File: config.mk
export PLATFORM = sky130hd
export DESIGN_NAME = register_file_mp
export DESIGN_NICKNAME = d
export VERILOG_FILES = /design/src/rtl/regfile_pkg.sv /design/src/rtl/regfile_rd_port.sv /design/src/rtl/register_file_mp.sv
export SDC_FILE = /design/constraint.sdc
export NUM_CORES = 2
export LEC_CHECK = 0
export BUFFER_PORTS_ARGS = -buffer_cell sky130_fd_sc_hd__buf_4
export CORE_MARGIN = 4
export CORE_UTILIZATION = 35
export DETAILED_ROUTE_END_ITERATION = 12
export GPL_ROUTABILITY_DRIVEN = 0
export MAX_ROUTING_LAYER = met4
export SLEW_MARGIN = 20
export SYNTH_ARGS = -nofsm -noshare
export SYNTH_HDL_FRONTEND = slang
export SYNTH_SLANG_ARGS = --single-unit
File: constraint.sdc
create_clock -name clock -period 4.8 [get_ports clock]
set_input_delay 0.96 -clock clock [delete_from_list [all_inputs] [get_ports clock]]
set_output_delay 0.96 -clock clock [all_outputs]
set_load 0.02 [all_outputs]
File: src/rtl/regfile_pkg.sv
// ----------------------------------------------------------------------------
// regfile_pkg
// Shared types and constants for the multi-port MIPS register file.
//   state_t    : controller states (reset, init sweep, ready)
//   INIT_ZERO  : init sweep loads every entry with zero
//   INIT_INDEX : init sweep loads entry k with k
//   depth_of() : number of entries for a given address width
// ----------------------------------------------------------------------------
package regfile_pkg;

   typedef enum logic [1:0] {
      ST_RST   = 2'd0,
      ST_INIT  = 2'd1,
      ST_READY = 2'd2
   } state_t;

   localparam int INIT_ZERO  = 0;
   localparam int INIT_INDEX = 1;

   function automatic int depth_of(input int aw);
      return 1 << aw;
   endfunction

endpackage

File: src/rtl/regfile_rd_port.sv
// ----------------------------------------------------------------------------
// regfile_rd_port
// One combinational read port of the register file.
// Optional macro: REGFILE_BYPASS_EN (same-cycle write-through on reads).
// Ports:
//   i_ready    : controller in READY; when low the port drives zero
//   i_rd_addr  : read address
//   i_mem      : full register array
//   i_wr_en    : write enables        (bypass build only)
//   i_wr_addr  : packed write addresses (bypass build only)
//   i_wr_data  : packed write data    (bypass build only)
//   o_rd_data  : read data
// ----------------------------------------------------------------------------
module regfile_rd_port #(
   parameter int DATA_W   = 32,
   parameter int ADDR_W   = 5,
   parameter int NUM_WR   = 1,
   parameter int ZERO_REG = 1
) (
   input  logic                                     i_ready,
   input  logic [ADDR_W-1:0]                        i_rd_addr,
   input  logic [(1<<ADDR_W)-1:0][DATA_W-1:0]       i_mem,
`ifdef REGFILE_BYPASS_EN
   input  logic [NUM_WR-1:0]                        i_wr_en,
   input  logic [NUM_WR*ADDR_W-1:0]                 i_wr_addr,
   input  logic [NUM_WR*DATA_W-1:0]                 i_wr_data,
`endif
   output logic [DATA_W-1:0]                        o_rd_data
);

   logic [DATA_W-1:0] w_data;

   always_comb begin
      w_data = i_mem[i_rd_addr];
`ifdef REGFILE_BYPASS_EN
      // Ascending scan: a later (higher-index) matching port overrides,
      // matching the write-collision priority of the array itself.
      for (int j = 0; j < NUM_WR; j++) begin
         if (i_wr_en[j] && (i_wr_addr[j*ADDR_W +: ADDR_W] == i_rd_addr))
            w_data = i_wr_data[j*DATA_W +: DATA_W];
      end
`endif
      if (!i_ready || ((ZERO_REG != 0) && (i_rd_addr == '0)))
         w_data = '0;
   end

   assign o_rd_data = w_data;

endmodule

File: src/rtl/register_file_mp.sv
// ----------------------------------------------------------------------------
// register_file_mp
// Parametrised multi-port register file with synchronous reset followed by a
// hardware init sweep over all DEPTH entries.
// Optional macro: REGFILE_BYPASS_EN (reads see same-cycle writes).
// Ports:
//   clock          : system clock, rising edge
//   reset          : synchronous active-high reset
//   init_busy      : high while in reset or during the init sweep
//   w_address_s_N  : packed read addresses, port i at [i*ADDR_W +: ADDR_W]
//   w_data_sval_N  : packed read data,      port i at [i*DATA_W +: DATA_W]
//   w_en_N         : per-port write enables
//   w_address_d_N  : packed write addresses
//   w_data_dval_N  : packed write data
// ----------------------------------------------------------------------------
module register_file_mp
   import regfile_pkg::*;
#(
   parameter int DATA_W    = 32,
   parameter int ADDR_W    = 5,
   parameter int NUM_RD    = 2,
   parameter int NUM_WR    = 1,
   parameter int ZERO_REG  = 1,
   parameter int INIT_MODE = 1
) (
   input  logic                       clock,
   input  logic                       reset,
   output logic                       init_busy,
   input  logic [NUM_RD*ADDR_W-1:0]   w_address_s_N,
   output logic [NUM_RD*DATA_W-1:0]   w_data_sval_N,
   input  logic [NUM_WR-1:0]          w_en_N,
   input  logic [NUM_WR*ADDR_W-1:0]   w_address_d_N,
   input  logic [NUM_WR*DATA_W-1:0]   w_data_dval_N
);

   localparam int DEPTH = depth_of(ADDR_W);

   state_t                          r_state;
   state_t                          w_state_nxt;
   logic [ADDR_W-1:0]               r_cnt;
   logic [DEPTH-1:0][DATA_W-1:0]    r_mem;
   logic                            w_ready;
   logic                            w_busy;
   logic [DATA_W+ADDR_W-1:0]        w_cnt_ext;
   logic [DATA_W-1:0]               w_init_val;

   // ---------------- controller FSM ----------------
   always_ff @(posedge clock) begin
      if (reset) r_state <= ST_RST;
      else       r_state <= w_state_nxt;
   end

   always_comb begin
      w_state_nxt = r_state;
      w_busy      = 1'b1;
      w_ready     = 1'b0;
      case (r_state)
         ST_RST:   w_state_nxt = ST_INIT;
         ST_INIT:  if (r_cnt == '1) w_state_nxt = ST_READY;
         ST_READY: begin
            w_busy  = 1'b0;
            w_ready = 1'b1;
         end
         default:  w_state_nxt = ST_RST;
      endcase
   end

   assign init_busy = w_busy;

   // Zero-extend then truncate so the index fits DATA_W whichever is wider.
   assign w_cnt_ext  = {{DATA_W{1'b0}}, r_cnt};
   assign w_init_val = (INIT_MODE == INIT_INDEX) ? w_cnt_ext[DATA_W-1:0] : '0;

   // ---------------- storage ----------------
   // The array itself is not reset: the init sweep rewrites every entry.
   always_ff @(posedge clock) begin
      if (reset) begin
         r_cnt <= '0;
      end else if (r_state == ST_INIT) begin
         r_mem[r_cnt] <= w_init_val;
         r_cnt        <= r_cnt + 1'b1;
      end else if (w_ready) begin
         // Later ports are assigned last, so the highest index wins a collision.
         for (int j = 0; j < NUM_WR; j++) begin
            if (w_en_N[j] &&
                !((ZERO_REG != 0) && (w_address_d_N[j*ADDR_W +: ADDR_W] == '0)))
               r_mem[w_address_d_N[j*ADDR_W +: ADDR_W]] <= w_data_dval_N[j*DATA_W +: DATA_W];
         end
      end
   end

   // ---------------- read ports ----------------
   for (genvar i = 0; i < NUM_RD; i++) begin : g_rd
      regfile_rd_port #(
         .DATA_W   (DATA_W),
         .ADDR_W   (ADDR_W),
         .NUM_WR   (NUM_WR),
         .ZERO_REG (ZERO_REG)
      ) u_rd (
         .i_ready   (w_ready),
         .i_rd_addr (w_address_s_N[i*ADDR_W +: ADDR_W]),
         .i_mem     (r_mem),
`ifdef REGFILE_BYPASS_EN
         .i_wr_en   (w_en_N),
         .i_wr_addr (w_address_d_N),
         .i_wr_data (w_data_dval_N),
`endif
         .o_rd_data (w_data_sval_N[i*DATA_W +: DATA_W])
      );
   end

endmodule

==> out/summary.txt <==
VDD IR-drop max = 0.3132 mV
CP Max Fanout = 57
Post-Route Setup TNS = 0 ns
Syn avg cell area = 14.41 um^2
Maximum Capacitance Violations = 0
Initial core utilization = 35.31%
Worst-Margin Slew = 1.265 ns
Worst Skew = 0.02253 ns
Status = complete, no violations
Leak = 0.02256 uW
# port buffers = 114
Final Cycle Share = 96.53%
Util after Layout = 39.98%
DP HPWL = 128100 um
First-pass GRT wire length = 288100 um
Compound-Gate Fraction of Synth Area = 4.261%
Mapped Nets = 3949
Seq/Total Area, Yosys = 55.11%
Bufs on Longest Clock Path = 3
XOR/XNOR share of the synthesized area = 0.04688%
CP Capture Type = primary output
Drt via density = 6.150
Setup ws final = 0.1668 ns
YS warnings = 0
Slowest stage delay, CP = 0.85 ns
NetSw = 4790 uW
IO Pins = 115
FP Rows = 146
H-tree levels = 3
FFs w/ async S/R, synth = 0%
1st-pass router iterations = 6
Critical setup path kind = input port to primary output
Hold Path Class = input port to flop
Fillers = 14390
Final Max Slew Viols = 0
Wire length per cell = 33.92 um
Fin crit period = 4.633 ns
Crit path launch type = input port
Clk pwr share = 42.5%
Layout cell share with drive strength beyond 1 = 25.89%
Setup violations, final = 0
Sequential power share = 49.0%
Main combinational cell family by area after synthesis = multiplexers
Global route total overflow = 0
ANT nets after route = 0
Setup WS pre-CTS = 0.3264 ns
Critical Path, Cell by Cell = buf_8 > buf_12 > mux4_2 > mux2i_1 > o22ai_1 > or2_1 > buf_4
Fmax = 0.2158 GHz
RSZ-0062 raised after global routing = false
Post-synth EDFFs = 1024
Synth Area in Adders = 0.1786%
Post-CTS Hold Buffers = 0
Nets = 3973
Clk_lat worst skew = 0.74 ns
Final hold vios = 0
Root buffer cell = clkbuf_16
1st-iter DRT viols = 6221
CTS sink cnt = 1031
DRC violations left = 0
Worst endpoint data arrival time = 3.67 ns
Main flop type after synthesis = edfxtp_1
Cell variety after synth = 54
Routed Wire Length = 206300 um
Total core area = 158700 um^2
Die area = 166600 um^2
Vias = 37400
Comb pwr share = 8.6%
Vias in the first global route = 37150
Syn Inst Count = 3891
CTS resizes = 0
Die span in x = 408.2 um
Most common cell after layout, fill and taps aside = edfxtp_1
Post-Synth Simple-Gate Area = 13.27%
Antenna violations before repair = 23
PwrDens = 315.5 nW/um^2
CTS buffer count = 108
P&R area growth vs syn = 13.22%
CTS tree = yes
Switching Share = 23.92%
Critical path's slowest cell = mux2i_1
Worst path top cell family by delay = multiplexers
Internal power = 15230 uW
GRT Util Overall = 24.98%
Mux cell area share after synthesis = 23.56%
Required time of the critical path = 3.84 ns
Die Y = 408.2 um
Clock transition at the registers of the reported paths = 0.06 ns
Slew margin rel. = 15.65%
Pin count of the biggest net entering global routing = 102
Yosys reg bits = 1031
Mapped cell area = 56050 um^2
# Post-CTS Setup Buffers = 0
Commonest cells after routing, fill and taps aside = edfxtp_1 (1024), and2_1 (759), mux4_2 (436), mux2i_1 (290), buf_4 (276)
CP bufs+invs = 3
## logic make-up after synthesis
group	Yosys count
xor gates and xnor gates	3
buffers and inverters	414
adders and majority gates	8
and+or+nand+nor	1323
DFF	1031
muxes	769
AOI/OAI and AO/OA	343
## metal layers
layer  global-route usage (%)  vias up  share of wire [%]
met4                    7.838        0                3.7
met5                        -        -                  0
met1                    33.73    19380                 39
met2                    37.54     2565                 45
li1                         -    15030                  -
met3                    5.865      428                 12
## synth_stat cells, types with 19 or more instances
cell type  instances  area (um^2)
edfxtp_1        1024        30750
and2_1           758         4742
mux4_2           436         9819
mux2i_1          290         2903
clkbuf_1         240        900.9
nor2_1           206        773.2
nand2_1          109        409.1
o22ai_1           90        563.0
buf_2             74        370.4
a22oi_1           56        420.4
nand3_1           53        265.3
mux2_2            43        484.2
nand2b_1          41        256.5
a21oi_1           39        195.2
nor3_1            37        185.2
a31oi_1           33        206.5
buf_6             33        371.6
buf_4             29        217.7
o21ai_0           28        140.1
a32o_1            26        260.3
or2_1             25        156.4
a22o_1            24        210.2
a211o_1           22        192.7
buf_1             22        82.58
nand4_1           21        131.4
nor2b_1           21        131.4
or2_2             19        118.9
## power groups by stage
stage               Sequential, uW  Combinational (uW)  Clock [uW]
floorplan                     9990                1060           0
global placement              9990                1680           0
detailed placement           10000                1690           0
CTS                           9800                1700        8560
global route                  9800                1780        8940
finish                        9800                1720        8500
## final timing paths
check        cells past startpoint                end  slack [ns]              from
max                              7  w_data_sval_N[31]        0.17  w_address_s_N[1]
min                              2           r_cnt[0]        0.48             reset
max reg2reg                      6         r_mem[892]        1.06        r_state[1]
min reg2reg                      2         r_state[1]        0.54        r_state[1]
## through the flow
step	std cells	hold slack [ns]	cell area (um^2)	total power, uW
global placement	5877	0.5164	59970	11680
CTS	6073	0.4459	63440	20060
finish	6082	0.4804	63470	20020
global route	6077	0.4586	63450	20520
floorplan	3891	0.4992	56050	11050
detailed placement	5877	0.5383	59980	11690
## cell type report
type	count	area, um^2	share of cell area, %
clock buffers	134	2843	4.479
inverters	15	56.30	0.08872
well taps	2072	2592	4.085
flip-flops and latches	1031	30890	48.67
repair buffers	313	2779	4.379
diodes	9	22.52	0.03549
multi-input cells	2446	23660	37.28
clock inverters	62	624.3	0.9838
## flip-flops by register name, summed over array words and instances, names as in the netlist
register  cells
r_state       2
r_cnt         5
r_mem      1024
No activity file was read; power rests on OpenSTA's default activity.
